`src/rtl/sram_req_adapter.sv`:
```
// Request/response adapter in front of a single-port SRAM with 1-cycle read latency.
// Optionally zero-fills the SRAM after reset, then forwards requests and returns read data in order.
module sram_req_adapter #(
    parameter int DATA_WIDTH = 64,
    parameter int BYTE_WIDTH = 8,
    parameter int NUM_WORDS  = 1024,
    parameter int INIT_EN    = 1,
    localparam int BE_W      = (DATA_WIDTH + BYTE_WIDTH - 1) / BYTE_WIDTH,
    localparam int AW        = $clog2(NUM_WORDS)
) (
    input  logic                  clk_i,
    input  logic                  rst_i,
    output logic                  init_done_o,
    input  logic                  req_valid_i,
    output logic                  req_ready_o,
    input  logic                  req_we_i,
    input  logic [AW-1:0]         req_addr_i,
    input  logic [DATA_WIDTH-1:0] req_wdata_i,
    input  logic [BE_W-1:0]       req_be_i,
    output logic                  rsp_valid_o,
    input  logic                  rsp_ready_i,
    output logic [DATA_WIDTH-1:0] rsp_rdata_o,
    output logic                  sram_req_o,
    output logic                  sram_we_o,
    output logic [AW-1:0]         sram_addr_o,
    output logic [DATA_WIDTH-1:0] sram_wdata_o,
    output logic [BE_W-1:0]       sram_be_o,
    input  logic [DATA_WIDTH-1:0] sram_rdata_i
);

    typedef enum logic {ST_INIT, ST_RUN} state_t;

    localparam state_t RESET_STATE = (INIT_EN != 0) ? ST_INIT : ST_RUN;

    state_t                state_reg, state_next;
    logic [AW-1:0]         init_cnt_reg, init_cnt_next;
    logic                  inflight_reg, inflight_next;
    logic [DATA_WIDTH-1:0] fifo_mem [2];
    logic                  wr_ptr_reg, rd_ptr_reg;
    logic [1:0]            count_reg;
    logic [2:0]            occupancy;
    logic                  accept, push, pop;

    assign init_done_o = (state_reg == ST_RUN);

    // Outputs are gated by rst_i so they drop immediately, before any clock edge.
    always_comb begin
        occupancy   = {1'b0, count_reg} + {2'b00, inflight_reg};
        req_ready_o = !rst_i && (state_reg == ST_RUN) && (occupancy < 3'd2);
        accept      = req_valid_i && req_ready_o;

        rsp_valid_o = !rst_i && (state_reg == ST_RUN) && ((count_reg != 2'd0) || inflight_reg);
        rsp_rdata_o = '0;
        if (rsp_valid_o) begin
            rsp_rdata_o = (count_reg != 2'd0) ? fifo_mem[rd_ptr_reg] : sram_rdata_i;
        end
        pop  = rsp_valid_o && rsp_ready_i && (count_reg != 2'd0);
        // Returning data is stored unless it bypasses straight to a ready consumer.
        push = inflight_reg && !((count_reg == 2'd0) && rsp_ready_i);
    end

    always_comb begin
        sram_req_o   = 1'b0;
        sram_we_o    = 1'b0;
        sram_addr_o  = '0;
        sram_wdata_o = '0;
        sram_be_o    = '0;
        state_next    = state_reg;
        init_cnt_next = init_cnt_reg;
        inflight_next = 1'b0;

        if (!rst_i) begin
            if (state_reg == ST_INIT) begin
                sram_req_o  = 1'b1;
                sram_we_o   = 1'b1;
                sram_addr_o = init_cnt_reg;
                sram_be_o   = '1;
                if (init_cnt_reg == AW'(NUM_WORDS - 1)) begin
                    state_next = ST_RUN;
                end else begin
                    init_cnt_next = init_cnt_reg + 1'b1;
                end
            end else if (accept) begin
                sram_req_o    = 1'b1;
                sram_we_o     = req_we_i;
                sram_addr_o   = req_addr_i;
                sram_wdata_o  = req_wdata_i;
                sram_be_o     = req_be_i;
                inflight_next = !req_we_i;
            end
        end
    end

    always_ff @(posedge clk_i or posedge rst_i) begin
        if (rst_i) begin
            state_reg    <= RESET_STATE;
            init_cnt_reg <= '0;
            inflight_reg <= 1'b0;
        end else begin
            state_reg    <= state_next;
            init_cnt_reg <= init_cnt_next;
            inflight_reg <= inflight_next;
        end
    end

    always_ff @(posedge clk_i or posedge rst_i) begin
        if (rst_i) begin
            for (int i = 0; i < 2; i++) begin
                fifo_mem[i] <= '0;
            end
            wr_ptr_reg <= 1'b0;
            rd_ptr_reg <= 1'b0;
            count_reg  <= 2'd0;
        end else begin
            if (push) begin
                fifo_mem[wr_ptr_reg] <= sram_rdata_i;
                wr_ptr_reg           <= ~wr_ptr_reg;
            end
            if (pop) begin
                rd_ptr_reg <= ~rd_ptr_reg;
            end
            case ({push, pop})
                2'b10:   count_reg <= count_reg + 2'd1;
                2'b01:   count_reg <= count_reg - 2'd1;
                default: count_reg <= count_reg;
            endcase
        end
    end

endmodule

```
`config.mk`:
```
export PLATFORM = sky130hd
export DESIGN_NAME = sram_req_adapter
export DESIGN_NICKNAME = d
export VERILOG_FILES = /design/src/rtl/sram_req_adapter.sv
export SDC_FILE = /design/constraint.sdc
export NUM_CORES = 1
export LEC_CHECK = 0
export BUFFER_PORTS_ARGS = -buffer_cell sky130_fd_sc_hd__buf_4
export CAP_MARGIN = 20
export CORE_UTILIZATION = 45
export DETAILED_ROUTE_END_ITERATION = 8
export GPL_ROUTABILITY_DRIVEN = 0
export PLACE_DENSITY_LB_ADDON = 0.25
export SLEW_MARGIN = 20
export SYNTH_ARGS = -nofsm -noshare
export SYNTH_HDL_FRONTEND = slang
export SYNTH_SLANG_ARGS = --single-unit
```
`constraint.sdc`:
```
create_clock -name clk_i -period 5.4 [get_ports clk_i]
set_input_delay 1.08 -clock clk_i [delete_from_list [all_inputs] [get_ports clk_i]]
set_output_delay 1.08 -clock clk_i [all_outputs]
set_load 0.005 [all_outputs]
```
==> run metrics, run 1 <==
total chip power=2590 uW; adder-cell area share of the yosys netlist=0.322%; Bufs and invs on worst path=2; Placed Area=0.0101 mm^2; CTS resizes=0; Mapped Cells=687; H-tree depth=4; crit path DAT=2.77 ns; largest family of logic cells by synthesized area=multiplexers; largest net degree at the start of global routing=115; top cells by area, synth=dfrtp_1, mux2_2, mux2i_1; postcts setup bufs=0; number of flops mapped to enable cells by yosys=0; crit-path leading delay family=flip-flops; Worst-Margin Slew=1.11 ns; Die Span X=between 100 and 150 um; Finished Cell Area=0.0107 mm^2; Cell variety after synth=34; Initial DRC Count=301; Synth Area in Compound Gates=8.51%; Port Buffer Count=301; die area=roughly 0.018 mm^2; CP required=between 4 and 5 ns; Root Driver=clkbuf_16; First-pass DRT Iterations=4; clock-pin transition on the worst setup and hold timing paths=0.06 ns; setup violators final=0; Synth Register Bits=between 100 and 150; ys async rst share=100%; max reg flops=128; crit path time final=roughly 3.9 ns; Placed Instances=between 1000 and 1500; Fmax=259 MHz; Num CTS Buffers=17; type of the most critical hold path=reg -> reg; syn nets=840; critical path class=reg -> out; commonest non-fill, non-tap cells in the layout=buf_4, dfrtp_1, mux2_2; final setup skew=0.00435 ns; Simple-Gate Fraction of Synth Area=11.5%; antenna violations before repair=1; reg2reg setup slack=between 1.5 and 2 ns; worst-path cell chain=nor2b_1, o21ai_4, buf_4, a211oi_1, buf_4; Final TNS setup=0 ns; remaining global-route overflow=0; Layout Cells excl Fill=1197; area share of the largest cell type after synthesis=roughly 46%; share of cells above drive strength 1=48.3%; Leak Pwr=0.00536 uW; worst setup path end=rsp_rdata_o[8]; crit start category=flip-flop; final hold vios=0; number of stages on the worst setup path=5; CP max-delay cell=dfrtp_1; maxcap violations=0; Top cell by count, worst path=buf_4; Total Routing Usage GR=25.6%; global-route wire length before repair=34500 um; XOR/XNOR share of the synthesized area=1.13%; hold-fix buffers at CTS=0; drc violations=0; CTS sink count=about 140; Fin Hold WS=0.484 ns; clk_lat worst skew=just over 0.4 ns; hpwl dp=16600 um; crit-path max FO=27; number of global-route vias before repair=6282; CTS tree=yes; register area share after synthesis=46.3%; area of the core=0.0168 mm^2; pwr dens=around 240 mW/mm^2; fill count=1376; RSZ-0062 raised after global routing=false; most common cell after layout, fill and taps aside=buf_4; # rows=47; syn_area_per_cell=11.3 um^2; FF+latch area=0.00361 mm^2; worst r2r src=count_reg[0]$_DFFE_PP0P_; ANT nets after route=0; Die Span Y=133 um; outcome=complete, no violations; I/O Pins=between 300 and 400; Reg2Reg Depth=6; via count=6280; starting density of the core=a little under half; Worst VDD drop=0.214 mV; Multi-input gate area=0.00382 mm^2; CP endpoint kind=output pin; post-route clock period utilization=a little under three quarters; Pins Over Slew Limit=0; r2r endpoint=fifo_mem[86]$_DFFE_PP0P_; area grow syn2layout=38.0%; area of the mapped netlist=0.00778 mm^2; area leader, netlist=dfrtp_1; mux contribution to synthesized area=27.5%; wirelength, routed=22500 um; Synth Warn #=0; Max-slew headroom=25.7%; Worst Setup SP=init_done_o$_DFFE_PP0N_; Critical Path Max Stage Delay=0.92 ns; nets@finish=1115; WL/cell=18.8 um; Post-synth top flop=dfrtp_1; Max clock buf depth=2; Via density=5.25
[layer usage]
layer  routed length [um]  vias to the layer above  track usage (%)
li1                     -                     2971                -
met1                 8900                     3063             29.9
met2                11700                      210             44.6
met3                 1160                       36             6.13
met4                  750                        0             11.7
met5                    0                        -                0
[worst min path at each step]
stage	end	cells past startpoint	start	slack [ns]
final	fifo_mem[108]$_DFFE_PP0P_	1	fifo_mem[108]$_DFFE_PP0P_	0.48
after global routing	fifo_mem[23]$_DFFE_PP0P_	1	fifo_mem[23]$_DFFE_PP0P_	0.51
after CTS	fifo_mem[108]$_DFFE_PP0P_	1	fifo_mem[108]$_DFFE_PP0P_	0.49
after detailed placement	fifo_mem[106]$_DFFE_PP0P_	1	fifo_mem[106]$_DFFE_PP0P_	0.48
after global placement	fifo_mem[82]$_DFFE_PP0P_	1	fifo_mem[82]$_DFFE_PP0P_	0.47
after floorplan	count_reg[1]$_DFFE_PP0P_	1	count_reg[1]$_DFFE_PP0P_	0.46
[cell type report]
class	count	area share, %
multi-input cells	476	35.6
flip-flops and latches	144	33.6
repair buffers	310	22.1
clock buffers	18	4.00
well taps	220	2.56
clock inverters	14	1.53
inverters	13	0.525
diodes	2	0.0466
[synth_stat cells, types with 2 or more instances]
master      n
dfrtp_1   144
mux2_2    122
nor2_1     77
and2_1     66
mux2i_1    65
a211oi_1   64
a21oi_1    20
clkbuf_1   20
buf_2      19
inv_1      13
buf_6      12
mux2_1     10
nor2b_1    10
xnor2_1     7
nand2_1     6
nand4_1     5
and3_1      3
nand3_1     3
xor2_1      3
and4_1      2
buf_1       2
ha_1        2
[report_power, final]
part	total [uW]	internal [uW]	switching, uW	leakage (uW)
sequential	1150	1110	43.6	0.00200
clock	1170	726	449	0.000287
combinational	262	147	115	0.00308
total	2590	1980	608	0.00536
[stage by stage]
stage          utilization, %  worst slack, ns
2_1_floorplan               -            0.232
3_3_place_gp             60.3             1.62
3_5_place_dp             60.5             1.73
4_1_cts                  64.0             1.56
5_1_grt                  64.0             1.30
6_report                 64.0             1.55
[kinds of logic after synthesis]
family | count (synthesis)
adder cells (fa/ha/maj) | 2
multiplexers | 197
AO/OA/AOI/OAI | 91
buffers and inverters | 67
flip-flops | 144
XOR/XNOR | 10
AND/OR/NAND/NOR | 176
No activity file was read; power rests on OpenSTA's default activity.
==> inputs of run 2 (changes only) <==
==> constraint.sdc (replaced) <==
create_clock -name clk_i -period 3.2 [get_ports clk_i]
set_input_delay 0.64 -clock clk_i [delete_from_list [all_inputs] [get_ports clk_i]]
set_output_delay 0.64 -clock clk_i [all_outputs]
set_load 0.005 [all_outputs]
==> run 2 against run 1 <==
  * Final cell count up 0.58%
  * Total power is 66% higher
  * Final area grew 0.69%
  * Die area unchanged
  * Core utilization increased by 0.44 points
  * Critical path type is now in -> out
  * Critical endpoint is now rsp_rdata_o[2]
  * Highest routed layer unchanged
==> run metrics, run 2 (synthesis results as in run 1) <==
outcome=complete, no violations (unchanged); Port Buffer Count=301 (unchanged); postcts setup bufs=0 (unchanged); worst-path cell chain=buf_4, nor2b_1, o21ai_4, a211oi_1, buf_4 (was nor2b_1, o21ai_4, buf_4, a211oi_1, buf_4); crit path time final=3.07 ns; Cell Int Power=3280 uW (was 1980 uW); Fmax=325 MHz; pwr dens=398 mW/mm^2 (was 241 mW/mm^2); CP required=2.56 ns (was 4.32 ns); Multi-input gate area=0.00383 mm^2 (was 0.00382 mm^2); area grow syn2layout=38.9% (was 38.0%); clock group share of total power=44.6% (was 45.4%); hpwl dp=17700 um (was 16600 um); Placed Area=0.0102 mm^2 (was 0.0101 mm^2); die area=0.0178 mm^2 (unchanged); number of global-route vias before repair=6325 (was 6282); NetSw=1010 uW (was 608 uW); crit-path max FO=15 (was 27); CP endpoint kind=output pin (unchanged); CTS tree=yes (unchanged); Fin Hold WS=0.225 ns (was 0.484 ns); H-tree depth=4 (unchanged); First-pass DRT Iterations=4 (unchanged); Top cell by count, worst path=buf_4 (unchanged); global-route wire length before repair=35400 um (was 34500 um); WL/cell=19.5 um (was 18.8 um); type of the most critical hold path=in -> async (was reg -> reg); RSZ-0062 raised after global routing=false (unchanged); maxcap violations=0 (unchanged); met1 global-route usage=30.0% (was 29.9%); most common cell after layout, fill and taps aside=buf_4 (unchanged); met2 Use GR=47.3% (was 44.6%); Finished Cell Area=0.0108 mm^2 (was 0.0107 mm^2); drc violations=0 (unchanged); via count=6447 (was 6280); Finished Core Util=64.5% (was 64.0%); # rows=47 (unchanged); Pins Over Slew Limit=0 (unchanged); Initial DRC Count=333 (was 301); Root Driver=clkbuf_16 (unchanged); final hold vios=0 (unchanged); CP max-delay cell=nor2b_1 (was dfrtp_1); FF+latch area=0.00361 mm^2 (unchanged); Via density=5.35 (was 5.25); Comb power frac=10.4% (was 10.1%); crit start category=input pin (was flip-flop); setup violators final=0 (unchanged); Num CTS Buffers=17 (unchanged); nets@finish=1123 (was 1115); Flop pwr share=45.1% (was 44.4%); Die Span X=133 um (unchanged); Total Routing Usage GR=26.4% (was 25.6%); pre-CTS WS=0.378 ns (was 1.73 ns); clock-pin transition on the worst setup and hold timing paths=0.06 ns (about the same); remaining global-route overflow=0 (unchanged); GR peak layer=met2 (unchanged); Global Route met3 Usage=5.71% (was 6.13%); commonest non-fill, non-tap cells in the layout=buf_4, dfrtp_1, mux2_2 (unchanged); share of cells above drive strength 1=48.8% (was 48.3%); Die Span Y=133 um (unchanged); hold-fix buffers at CTS=0 (unchanged); crit path DAT=2.43 ns (was 2.77 ns); fill count=1399 (was 1376); max reg flops=128 (unchanged); largest net degree at the start of global routing=76 (was 115); I/O Pins=302 (unchanged); setup ws final=0.125 ns (was 1.55 ns); wirelength, routed=23500 um (was 22500 um); Sw Ratio=23.6% (was 23.5%); CTS resizes=0 (unchanged); Critical Path Max Stage Delay=0.55 ns (was 0.92 ns); Max clock buf depth=2 (unchanged); post-route clock period utilization=a little over nine tenths; Max-slew headroom=43.1% (was 25.7%); Worst VDD drop=0.374 mV (was 0.214 mV); Layout Cells excl Fill=1204 (was 1197); ANT nets after route=0 (unchanged); clk_lat worst skew=0.42 ns (was 0.41 ns); final setup skew=0.00787 ns (was 0.00435 ns); area of the core=0.0168 mm^2 (unchanged); CTS sink count=144 (unchanged); antenna violations before repair=1 (unchanged); Leak Pwr=0.00539 uW (was 0.00536 uW); starting density of the core=46.4% (unchanged); critical path class=in -> out (was reg -> out); Worst-Margin Slew=0.853 ns (was 1.11 ns); Placed Instances=1170 (was 1163)
-- run 2: power groups by stage --
stage          Combinational, uW  Sequential [uW]  Clock, uW
2_1_floorplan                195             1950          0
3_3_place_gp                 441             1960          0
3_5_place_dp                 448             1970          0
4_1_cts                      449             1930       1960
5_1_grt                      494             1950       2040
6_report                     445             1940       1920
-- run 2: path summary, 6_finish.rpt --
| path | start | end | slack [ns] | cells after the start |
|---|---|---|---|---|
| min | rst_i | init_cnt_reg[9]$_DFFE_PP0P_ | 0.22 | 2 |
| min in group clk_i | sram_rdata_i[50] | fifo_mem[50]$_DFFE_PP0P_ | 0.46 | 2 |
| max reg2reg | count_reg[0]$_DFFE_PP0P_ | fifo_mem[107]$_DFFE_PP0P_ | 0.60 | 6 |
| max in group asynchronous | rst_i | fifo_mem[1]$_DFFE_PP0P_ | 1.89 | 3 |
| min reg2reg | fifo_mem[108]$_DFFE_PP0P_ | fifo_mem[108]$_DFFE_PP0P_ | 0.49 | 1 |
| max | rst_i | rsp_rdata_o[2] | 0.13 | 5 |
-- run 2: worst max-delay path, delay by kind of cell --
family / cells / cell delay [ns]
AO/OA/AOI/OAI: 2 / 0.85
AND/OR/NAND/NOR: 1 / 0.55
buffers and inverters: 2 / 0.38
-- run 2: routing by layer --
metal / part of all wire, % / routed length (um) / up-vias
met1: 38 / 8900 / 3209
li1: - / - / 2989
met4: 3.6 / 848 / 0
met3: 4.8 / 1120 / 40
met2: 54 / 12600 / 209
met5: 0 / 0 / -
-- run 2: cell type report --
| type | instances | area share (%) |
|---|---|---|
| multi-input cells | 477 | 35.5 |
| well taps | 220 | 2.55 |
| repair buffers | 317 | 22.7 |
| flip-flops and latches | 144 | 33.4 |
| diodes | 1 | 0.0232 |
| clock buffers | 19 | 4.10 |
| clock inverters | 13 | 1.27 |
| inverters | 13 | 0.486 |
-- run 2: per-stage QoR --
step | TNS [ns] | power (uW)
after floorplan | -0.373 | 2140
after global placement | 0 | 2410
after detailed placement | 0 | 2410
after CTS | 0 | 4340
after global routing | 0 | 4480
final | 0 | 4300
==> inputs of run 3 (changes only) <==
--- a/config.mk
+++ b/config.mk
@@ -10,7 +10,7 @@
 export CORE_UTILIZATION = 45
 export DETAILED_ROUTE_END_ITERATION = 8
 export GPL_ROUTABILITY_DRIVEN = 0
-export PLACE_DENSITY_LB_ADDON = 0.25
+export PLACE_DENSITY_LB_ADDON = 0.3
 export SLEW_MARGIN = 20
 export SYNTH_ARGS = -nofsm -noshare
 export SYNTH_HDL_FRONTEND = slang
==> run 3 against run 2 <==
  * Total power is 6.0% higher
  * Final cell count about the same
  * Sequential power hardly changed
  * Clock-buffer cell count unchanged
  * Non-clock buffer count down 2
  * Final area up 0.30%
  * Highest routed layer is now met5
==> run metrics, run 3 (synthesis results as in run 1) <==
FF+latch area=0.00361 mm^2 (unchanged); First-pass DRT Iterations=4 (unchanged); final hold vios=0 (unchanged); post-route clock period utilization=95.7% (was 96.1%); Critical Path Max Stage Delay=0.54 ns (was 0.55 ns); Multi-input gate area=0.00383 mm^2 (about the same); type of the most critical hold path=in -> async (unchanged); Pins Over Slew Limit=0 (unchanged); H-tree depth=4 (unchanged); pwr dens=420 mW/mm^2 (was 398 mW/mm^2); crit path time final=3.06 ns (was 3.07 ns); outcome=complete, no violations (unchanged); Initial DRC Count=337 (was 333); Leak Pwr=0.00540 uW (was 0.00539 uW); max reg flops=128 (unchanged); crit-path leading delay family=buffers and inverters (was compound AO/OA/AOI/OAI gates); area of the core=0.0168 mm^2 (unchanged); crit path DAT=2.42 ns (was 2.43 ns); Finished Core Util=64.7% (was 64.5%); clock group share of total power=47.8% (was 44.6%); Flop pwr share=42.5% (was 45.1%); # rows=47 (unchanged); Top cell by count, worst path=buf_4 (unchanged); largest net degree at the start of global routing=132 (was 76); remaining global-route overflow=0 (unchanged); final setup skew=0.00782 ns (was 0.00787 ns); Layout Cells excl Fill=1203 (was 1204); Root Driver=clkbuf_16 (unchanged); Comb power frac=9.7% (was 10.4%); crit-path max FO=19 (was 15); Cell Int Power=3520 uW (was 3280 uW); CTS sink count=144 (unchanged); Finished Cell Area=0.0108 mm^2 (about the same); Num CTS Buffers=17 (unchanged); starting density of the core=46.4% (unchanged); critical path class=in -> out (unchanged); Via density=5.27 (was 5.35); share of cells above drive strength 1=48.6% (was 48.8%); number of global-route vias before repair=6091 (was 6325); crit start category=input pin (unchanged); clock-pin transition on the worst setup and hold timing paths=0.06 ns (about the same); fill count=1352 (was 1399); Fmax=327 MHz (was 325 MHz); nets@finish=1121 (was 1123); ANT nets after route=0 (unchanged); CTS tree=yes (unchanged); most common cell after layout, fill and taps aside=buf_4 (unchanged); NetSw=1030 uW (was 1010 uW); CTS resizes=0 (unchanged); hold-fix buffers at CTS=0 (unchanged); die area=0.0178 mm^2 (unchanged); Sw Ratio=22.6% (was 23.6%); CP required=2.56 ns (about the same); Placed Area=0.0102 mm^2 (about the same); area grow syn2layout=39.3% (was 38.9%); antenna violations before repair=4 (was 1); Bufs and invs on worst path=3 (was 2); via count=6342 (was 6447); Placed Instances=1168 (was 1170); Total Routing Usage GR=27.2% (was 26.4%); Port Buffer Count=301 (unchanged); WL/cell=19.8 um (was 19.5 um); hpwl dp=17700 um (about the same); setup violators final=0 (unchanged); drc violations=0 (unchanged); Worst VDD drop=0.365 mV (was 0.374 mV); Worst-Margin Slew=0.919 ns (was 0.853 ns); clk_lat worst skew=0.42 ns (about the same); wirelength, routed=23800 um (was 23500 um); CP max-delay cell=nor2b_1 (unchanged); Max-slew headroom=38.7% (was 43.1%); maxcap violations=0 (unchanged); global-route wire length before repair=35700 um (was 35400 um); I/O Pins=302 (unchanged); RSZ-0062 raised after global routing=false (unchanged); postcts setup bufs=0 (unchanged); Die Span X=133 um (unchanged); commonest non-fill, non-tap cells in the layout=buf_4, dfrtp_1, mux2_2 (unchanged); Die Span Y=133 um (unchanged); CP endpoint kind=output pin (unchanged); worst-path cell chain=buf_4, nor2b_1, o21ai_4, buf_4, a211oi_1, buf_4 (was buf_4, nor2b_1, o21ai_4, a211oi_1, buf_4); Max clock buf depth=2 (unchanged)
[run 3: changes by cell type in the layout (fill, tap and decap cells not counted), moves of 2 or more]
cell,before,now
diode_2,1,3
buf_12,6,4
clkinv_2,4,1
clkinvlp_4,4,2
inv_6,1,3
bufinv_16,2,5
[run 3: power by group through the flow]
stage | logic [uW] | clock network (uW) | registers (uW)
finish | 444 | 2180 | 1940
global route | 491 | 2290 | 1940
CTS | 446 | 2220 | 1930
detailed placement | 445 | 0 | 1970
global placement | 436 | 0 | 1960
floorplan | 195 | 0 | 1950
[run 3: final timing paths]
kind                                            from                          end  cells past startpoint  slack (ns)
setup / recovery                               rst_i               rsp_rdata_o[8]                      6        0.14
hold / removal                                 rst_i  init_cnt_reg[2]$_DFFE_PP0P_                      2        0.25
setup reg to reg            count_reg[0]$_DFFE_PP0P_    fifo_mem[125]$_DFFE_PP0P_                      6        0.78
hold reg to reg            fifo_mem[108]$_DFFE_PP0P_    fifo_mem[108]$_DFFE_PP0P_                      1        0.49
max in group asynchronous                      rst_i     fifo_mem[64]$_DFFE_PP0P_                      3        1.98
min in group clk_i                  sram_rdata_i[50]     fifo_mem[50]$_DFFE_PP0P_                      2        0.45
[run 3: through the flow]
stage / power (uW) / worst slack [ns] / hold WS [ns] / setup TNS, ns
floorplan: 2140 / -0.373 / 0.456 / -0.373
global placement: 2400 / 0.418 / 0.468 / 0
detailed placement: 2410 / 0.380 / 0.475 / 0
CTS: 4600 / 0.106 / 0.228 / 0
global route: 4720 / 0.00849 / 0.251 / 0
finish: 4550 / 0.138 / 0.249 / 0
[run 3: layout make-up]
class,instances,share of cell area (%)
clock inverters,12,1.90
diodes,3,0.0693
clock buffers,19,4.09
repair buffers,315,22.3
well taps,220,2.54
multi-input cells,477,35.4
inverters,13,0.485
flip-flops and latches,144,33.3
[run 3: layer usage]
| layer | GRT usage [%] | vias up | wire length, um |
|---|---|---|---|
| met4 | 13.0 | 2 | 909 |
| met1 | 32.3 | 3085 | 9590 |
| met2 | 45.9 | 218 | 11900 |
| met3 | 7.31 | 41 | 1430 |
| met5 | 0 | - | 11 |
| li1 | - | 2996 | - |
